[src/rtl/coffee_pkg.sv]
// coffee_pkg: controller state, coin code and coin value table shared by the credit controller.
package coffee_pkg;
    typedef enum logic [1:0] {IDLE, ADD, CHECK} state_t;
    typedef logic [1:0] coin_t;
    localparam logic [7:0] COIN_VALUE [4] = '{8'd1, 8'd2, 8'd5, 8'd10};
endpackage

[src/rtl/coffee_credit_ctrl_adder.sv]
// coffee_credit_ctrl_adder: unsigned adder whose cin also selects subtraction (a + ~b + 1).
module coffee_credit_ctrl_adder #(
    parameter int DATA_WIDTH = 8
) (
    input  logic [DATA_WIDTH-1:0] a,
    input  logic [DATA_WIDTH-1:0] b,
    input  logic                  cin,
    output logic [DATA_WIDTH-1:0] s,
    output logic                  cout
);
    logic [DATA_WIDTH-1:0] b_eff;
    assign b_eff = cin ? ~b : b;
    assign {cout, s} = {1'b0, a} + {1'b0, b_eff} + (DATA_WIDTH+1)'(cin);
endmodule

[src/rtl/coffee_credit_ctrl.sv]
// coffee_credit_ctrl: credit register and payment sequencer sharing one adder for coin adds and price checks.
module coffee_credit_ctrl
    import coffee_pkg::*;
#(
    parameter int DATA_WIDTH = 8
) (
    input  logic                  clk,
    input  logic                  rst,
    input  logic                  coin_valid,
    input  coin_t                 coin_type,
    input  logic                  sel_valid,
    input  logic [DATA_WIDTH-1:0] price,
    input  logic                  cancel,
    output logic                  busy,
    output logic [DATA_WIDTH-1:0] credit,
    output logic                  dispense,
    output logic                  change_valid,
    output logic [DATA_WIDTH-1:0] change,
    output logic                  insufficient,
    output logic                  coin_reject
);
    state_t                state;
    logic [DATA_WIDTH-1:0] operand;
    logic [DATA_WIDTH-1:0] sum;
    logic                  cout;

    // In CHECK the adder computes credit - price; cout=1 means credit >= price.
    coffee_credit_ctrl_adder #(.DATA_WIDTH(DATA_WIDTH)) u_adder (
        .a   (credit),
        .b   (operand),
        .cin (state == CHECK),
        .s   (sum),
        .cout(cout)
    );

    assign busy = state != IDLE;

    always_ff @(posedge clk) begin
        if (rst) begin
            state        <= IDLE;
            credit       <= '0;
            change       <= '0;
            operand      <= '0;
            dispense     <= 1'b0;
            change_valid <= 1'b0;
            insufficient <= 1'b0;
            coin_reject  <= 1'b0;
        end else begin
            dispense     <= 1'b0;
            change_valid <= 1'b0;
            insufficient <= 1'b0;
            coin_reject  <= 1'b0;
            case (state)
                IDLE: begin
                    if (cancel) begin
                        change       <= credit;
                        credit       <= '0;
                        change_valid <= 1'b1;
                    end else if (sel_valid) begin
                        operand <= price;
                        state   <= CHECK;
                    end else if (coin_valid) begin
                        operand <= DATA_WIDTH'(COIN_VALUE[coin_type]);
                        state   <= ADD;
                    end
                end
                ADD: begin
                    if (cout) coin_reject <= 1'b1;
                    else credit <= sum;
                    state <= IDLE;
                end
                CHECK: begin
                    if (cout) begin
                        change       <= sum;
                        credit       <= '0;
                        dispense     <= 1'b1;
                        change_valid <= 1'b1;
                    end else begin
                        insufficient <= 1'b1;
                    end
                    state <= IDLE;
                end
                default: state <= IDLE;
            endcase
        end
    end
endmodule

[config.mk]
export PLATFORM = sky130hd
export DESIGN_NAME = coffee_credit_ctrl
export DESIGN_NICKNAME = d
export VERILOG_FILES = /design/src/rtl/coffee_pkg.sv /design/src/rtl/coffee_credit_ctrl_adder.sv /design/src/rtl/coffee_credit_ctrl.sv
export SDC_FILE = /design/constraint.sdc
export NUM_CORES = 1
export LEC_CHECK = 0
export BUFFER_PORTS_ARGS = -buffer_cell sky130_fd_sc_hd__clkbuf_2
export CORE_AREA = 2 2 45 88
export CTS_BUF_LIST = sky130_fd_sc_hd__clkbuf_16
export CTS_CLUSTER_SIZE = 14
export DETAILED_ROUTE_END_ITERATION = 8
export DIE_AREA = 0 0 47 90
export HOLD_SLACK_MARGIN = 0.12
export PLACE_DENSITY = 0.83
export SLEW_MARGIN = 20
export SYNTH_ARGS = -nofsm -noshare
export SYNTH_HDL_FRONTEND = slang
export SYNTH_SLANG_ARGS = --single-unit
[constraint.sdc]
create_clock -name clk -period 7.45 [get_ports clk]
set_clock_uncertainty 0.2 [all_clocks]
set_input_delay 0 -clock clk [delete_from_list [all_inputs] [get_ports clk]]
set_output_delay 0 -clock clk [all_outputs]
set_load 0.02 [all_outputs]
==> results of run 1 <==
## metal layers
layer | share of wire [%] | up-vias
met1 | 36 | 752
met3 | 2.8 | 21
li1 | - | 811
met5 | 0 | -
met4 | 5.5 | 0
met2 | 55 | 46
## registers in the layout (all words and copies together), names as in the netlist
| signal | count |
|---|---|
| coin_reject | 1 |
| credit | 8 |
| operand | 8 |
| state | 2 |
| dispense | 1 |
| insufficient | 1 |
| change_valid | 1 |
| change | 8 |
## how the worst max path moves through the flow
stage	cells past startpoint	startpoint	endpoint
after floorplan	10	state[0]$_SDFFE_PP0P_	credit[0]$_SDFFE_PP0P_
after global placement	8	state[0]$_SDFFE_PP0P_	credit[0]$_SDFFE_PP0P_
after detailed placement	8	state[0]$_SDFFE_PP0P_	credit[2]$_SDFFE_PP0P_
after CTS	8	state[0]$_SDFFE_PP0P_	credit[2]$_SDFFE_PP0P_
after global routing	8	state[0]$_SDFFE_PP0P_	credit[2]$_SDFFE_PP0P_
final	8	state[0]$_SDFFE_PP0P_	credit[2]$_SDFFE_PP0P_
## power by group through the flow
stage / Clock, mW / Combinational (mW) / Sequential [mW]
final: 0.189 / 0.0741 / 0.174
after global routing: 0.195 / 0.0815 / 0.175
after CTS: 0.188 / 0.0738 / 0.174
after detailed placement: 0 / 0.0635 / 0.177
after global placement: 0 / 0.0621 / 0.177
after floorplan: 0 / 0.0431 / 0.180
## worst max-delay path, stage by stage, from the launching register on
cell	delay, ns
dfxtp_1	0.49
nand2b_1	0.61
xnor2_1	0.23
fa_1	0.49
a211oi_2	0.29
o211ai_2	0.17
and2_4	0.18
a211oi_4	0.52
mux2i_1	0.25
## final cells by class
class / instances / area [µm²] / area share (%)
multi-input cells: 154 / 1050 / 46.4
flip-flops and latches: 30 / 601 / 26.5
repair buffers: 58 / 405 / 17.9
clock buffers: 5 / 125 / 5.53
well taps: 49 / 61.3 / 2.71
clock inverters: 3 / 12.5 / 0.553
inverters: 2 / 7.51 / 0.332
## through the flow
stage	instances	cell area, µm²	utilization, %	hold WS (ns)	setup slack, ns
after floorplan	195	1700	-	-0.0541	4.30
after global placement	270	1900	53.1	0.0341	4.09
after detailed placement	270	1900	53.1	0.0428	3.93
after CTS	301	2260	63.4	0.147	3.92
after global routing	301	2260	63.4	0.183	3.71
final	301	2260	63.4	0.143	3.93
## cell families (layout without fill, tap and decap cells)
| family | count (synthesis) | count (layout) |
|---|---|---|
| simple gates | 82 | 82 |
| compound gates | 42 | 42 |
| flops | 30 | 30 |
| xor+xnor | 13 | 13 |
| buf+inv | 11 | 68 |
| mux | 9 | 9 |
| fa+ha+maj | 8 | 8 |
## cell usage in the layout, fill, tap and decap left out, types with 6 or more instances in the layout
master / netlist / layout
a211oi_1: 6 / 6
dfxtp_1: 30 / 30
mux2i_1: 8 / 8
nand2_1: 19 / 19
nand2b_1: 10 / 10
dlygate4sd3_1: 0 / 23
clkbuf_2: 0 / 35
ha_1: 7 / 7
xnor2_1: 8 / 8
nor2_1: 27 / 27
==> results.toml, run 1 <==
[run_status]
outcome = "complete, no violations"

[grt]
grt_pass1_vias = 1657
track_usage_pct = 22.9
busiest_layer = "met2"
grt_pass1_wl_um = 7120
grt.overflow.total = 0
grt_start_max_net_pins = 31
met1_usage_pct = 22.1
antenna_found_initial = 0
grt_use_met2_pct = 39.5
use_met3_pct = 4.42

[cts]
cts_buffer_depth = 2
cts-root-buf = "clkbuf_16"
insertion_delay_ns = 0.28
path_clk_slew_ns = 0.05
cts.sinks = 30
cts_tree = "yes"
numCtsBuffers = 5
cts_hold_buf = 23
cts.repair.resized = 0
htreeDepth = 2
cts_setup_buffers = 0

[pwr]
switching_power_mw = 0.114
p_comb_share_pct = 17.0
finalPower_mw = 0.437
p_seq_share_pct = 39.8
p_per_area_mw_per_mm2 = 193
netSwitchingFraction_pct = 26.1
p_leak_nw = 0.991
intPower_mw = 0.323
pwr-share-clk_pct = 43.2
ir_worst_vdd_uv = 172

[worst_setup_path]
timing.rr.end = "credit[2]$_SDFFE_PP0P_"
worst-path-max-fanout = 13
worstRegToRegCells = 8
worst_setup_path_start_kind = "flip-flop"
critPathCaptureType = "flip-flop"
rr_startpoint = "state[0]$_SDFFE_PP0P_"
critical_path_class = "reg -> reg"
rrSetupSlack_ns = 3.93
required_ns = 7.46
worstPathArrival_ns = 3.53

[timing]
rsz0062_at_grt = "false"
slew_viol_final = 0
min_period_over_period_pct = 47.3
hold_viol = 0
tightest_slew_ns = 0.703
setup_viol = 0
finalSetupTns_ns = 0
period_minus_slack_ns = 3.52
relSlewSlack_pct = 53.2
max_freq_mhz = 284

[synth]
synth_cell_type_count = 47
netlist_area_mm2 = 0.00170
ys.flop_type = "dfxtp_1"
syn-num-nets = 218
synth_seq_area_share_pct = 35.4
ys_ff_latch = 30
yosysTopAreaCell = "dfxtp_1"
synth_simple_gate_area_share_pct = 24.2
ys.warnings.count = 0
ys_top_cells_by_area = "dfxtp_1 (35%), nor2_1 (6.0%), ha_1 (5.2%)"
yosysMostFrequentCell = "dfxtp_1"
syn_inst = 195
synth_adder_area_share_pct = 6.35
netlist.area_leader.share_pct = 35.4
syn_avg_cell_area_um2 = 8.69
synth_edf_count = 0
post_synth_mux_area_share_pct = 5.39
synth-compound-area-share_pct = 19.3
synth_xor_area_share_pct = 6.72
async_reset_ff_share_pct = 0
synth_top_family_by_area = "simple AND/OR/NAND/NOR gates"
synthTopCellsByCount = "dfxtp_1 (30), nor2_1 (27), nand2_1 (19)"

[floorplanning]
core_mm2 = 0.00357
io_pins = 36
die_y_um = 90
start_util_pct = 47.5
dieWidth_um = 47
dieArea_mm2 = 0.00423
std_cell_rows = 31

[detailed_routing]
wl_per_cell_um = 14.1
route.detailed.drc = 0
vias = 1630
route.final.wire_length_um = 4240
drtPass1Iterations = 4
viasPerCell = 5.42
drt_first_iter_violations = 52
drtAntennaViolNets = 0

[min_path]
hold_depth = 3
min_to = "state[1]$_SDFFE_PP0P_"
hp-class = "in -> reg"
hold_start = "sel_valid"

[layout]
diodes = 0
final_nets = 274
area_growth_pct = 33.5
layout-drive-gt1-share_pct = 19.0
num-fill-cells = 331

[placement]
io_buffers = 35
gp_congestion = 0.841
dp_hpwl_um = 3040

[run]
drv_cap = 0
(Power assumes the default switching activity.)
==> run 2: changes to the inputs <==
==> constraint.sdc (replaced) <==
create_clock -name clk -period 3.65 [get_ports clk]
set_clock_uncertainty 0.2 [all_clocks]
set_input_delay 0 -clock clk [delete_from_list [all_inputs] [get_ports clk]]
set_output_delay 0 -clock clk [all_outputs]
set_load 0.02 [all_outputs]
==> run 2 against run 1 <==
  * Via count rose by 2.4%
  * Register-to-register slack worse by 3.6 ns
  * Core utilization increased by 0.91 points
  * Combinational power grew 110%
  * Fmax increased by 4.9%
  * Cell count is 0.33% higher
  * Critical path depth stayed put
  * Final area increased by 1.4%
  * First-iteration DRC count shrank 37%
  * Worst setup slack got worse by 3.6 ns
  * Routed wire length shrank 1.1%
  * Highest routed layer unchanged
==> results.toml, run 2 (synthesis results as in run 1) <==
[run_status]
outcome = "complete, no violations"

[min_path]
hold_start = "sel_valid"
hp-class = "in -> reg"

[grt]
grt.overflow.total = 0
grt_pass1_vias = 1730
grt_start_max_net_pins = 31
grt_pass1_wl_um = 7180
track_usage_pct = 23.1
antenna_found_initial = 0

[cts]
insertion_delay_ns = 0.28
path_clk_slew_ns = 0.05
cts.sinks = 30
numCtsBuffers = 5
cts_setup_buffers = 0
cts-root-buf = "clkbuf_16"
cts.repair.resized = 0
htreeDepth = 2
cts_tree = "yes"
cts_buffer_depth = 2

[worst_setup_path]
path_buf_inv = 0
slowest_stage = "a211oi_4"
critPathCaptureType = "flip-flop"
crit_chain = "nand2b_1 -> xnor2_1 -> fa_1 -> a211oi_2 -> o211ai_2 -> and2_4 -> a211oi_4 -> mux2i_1"
path_delay_family = "compound AO/OA/AOI/OAI gates"
critical-path-max-stage-delay_ns = 0.51
worst_setup_path_start_kind = "flip-flop"
worst-path-max-fanout = 9
rr_startpoint = "state[0]$_SDFFE_PP0P_"
required_ns = 3.66
rrSetupSlack_ns = 0.29
critical_path_class = "reg -> reg"
critPathLaunch = "state[0]$_SDFFE_PP0P_"
worstPathArrival_ns = 3.37

[timing]
finalSetupTns_ns = 0
hold_viol = 0
tightest_slew_ns = 0.569
period_minus_slack_ns = 3.36
min_period_over_period_pct = 92.0
rsz0062_at_grt = "false"
relSlewSlack_pct = 62.0
max_freq_mhz = 298
slew_viol_final = 0
hold_ws_ns = 0.129
setup_viol = 0

[layout]
area_growth_pct = 35.4
largestRegisters = "change (8), credit (8), operand (8)"
final_nets = 275
diodes = 0
mostFrequentLayoutCells = "clkbuf_2 (35), dfxtp_1 (30), nor2_1 (27)"
final_common_cell = "clkbuf_2"
layout-drive-gt1-share_pct = 20.6

[placement]
dp_hpwl_um = 3060
io_buffers = 35
gp_congestion = 0.893

[pwr]
intPower_mw = 0.732
ir_worst_vdd_uv = 419
p_leak_nw = 1.01
switching_power_mw = 0.239
pwr-share-clk_pct = 47.9
netSwitchingFraction_pct = 24.6
p_per_area_mw_per_mm2 = 423
p_comb_share_pct = 15.6
p_seq_share_pct = 36.5

[detailed_routing]
route.detailed.drc = 0
drtPass1Iterations = 4
wl_per_cell_um = 13.9
route.final.wire_length_um = 4190
viasPerCell = 5.53
drtAntennaViolNets = 0
vias = 1669
drt_first_iter_violations = 33

[floorplanning]
dieWidth_um = 47
core_mm2 = 0.00357
std_cell_rows = 31
die_y_um = 90
start_util_pct = 47.5
dieArea_mm2 = 0.00423
io_pins = 36

[run]
drv_cap = 0
## run 2: cell count changes in the layout (fill, tap and decap cells not counted), sizes merged
cell,change
buf,+2
dlygate4sd3,-1
bufinv,+1
inv,-1
## run 2: layout make-up
| class | instances | area (µm²) |
|---|---|---|
| timing repair buffer | 59 | 410 |
| tap | 49 | 61.3 |
| sequential | 30 | 601 |
| clock inverter | 3 | 40.0 |
| clock buffer | 5 | 125 |
| fill | 325 | 1270 |
| inverter | 2 | 7.51 |
| multi-input combinational | 154 | 1050 |
## run 2: timing repair
action / 4_1_cts / 5_1_grt
endpoints found under the setup margin: 0 / 0
hold buffers: 22 / 0
hold endpoints to repair: 18 / 0
## run 2: worst min-delay path, stage by stage
cell and delay (ns):
clkbuf_2 0.17, and2_1 0.24, nor2b_1 0.15
## run 2: layer usage
layer / global-route usage (%) / vias to the layer above / part of all wire [%]
met5: 0 / - / 0
met4: 17.6 / 0 / 5.8
met3: 5.82 / 22 / 3.8
met2: 40.8 / 50 / 57
met1: 19.4 / 788 / 34
li1: - / 809 / -
## run 2: power by group through the flow
stage          clock network (mW)  logic, mW  registers, mW
6_report                    0.465      0.152          0.354
5_1_grt                     0.484      0.167          0.356
4_1_cts                     0.466      0.151          0.354
3_5_place_dp                    0      0.131          0.361
3_3_place_gp                    0      0.128          0.360
2_1_floorplan                   0     0.0880          0.367
## run 2: path summary, 6_finish.rpt
path              cells after the start                      to
setup / recovery                      8  credit[5]$_SDFFE_PP0P_
hold / removal                        3   state[1]$_SDFFE_PP0P_
setup reg to reg                      8  credit[5]$_SDFFE_PP0P_
hold reg to reg                       2  change[6]$_SDFFE_PP0P_
## run 2: metrics by stage
step,cells,worst slack (ns),utilization [%],instance area [µm²],power (mW)
2_1_floorplan,195,0.497,-,1700,0.455
3_3_place_gp,272,0.469,53.5,1910,0.488
3_5_place_dp,272,0.348,53.5,1910,0.492
4_1_cts,302,0.323,64.3,2300,0.971
5_1_grt,302,0.161,64.3,2300,1.01
6_report,302,0.292,64.3,2300,0.971
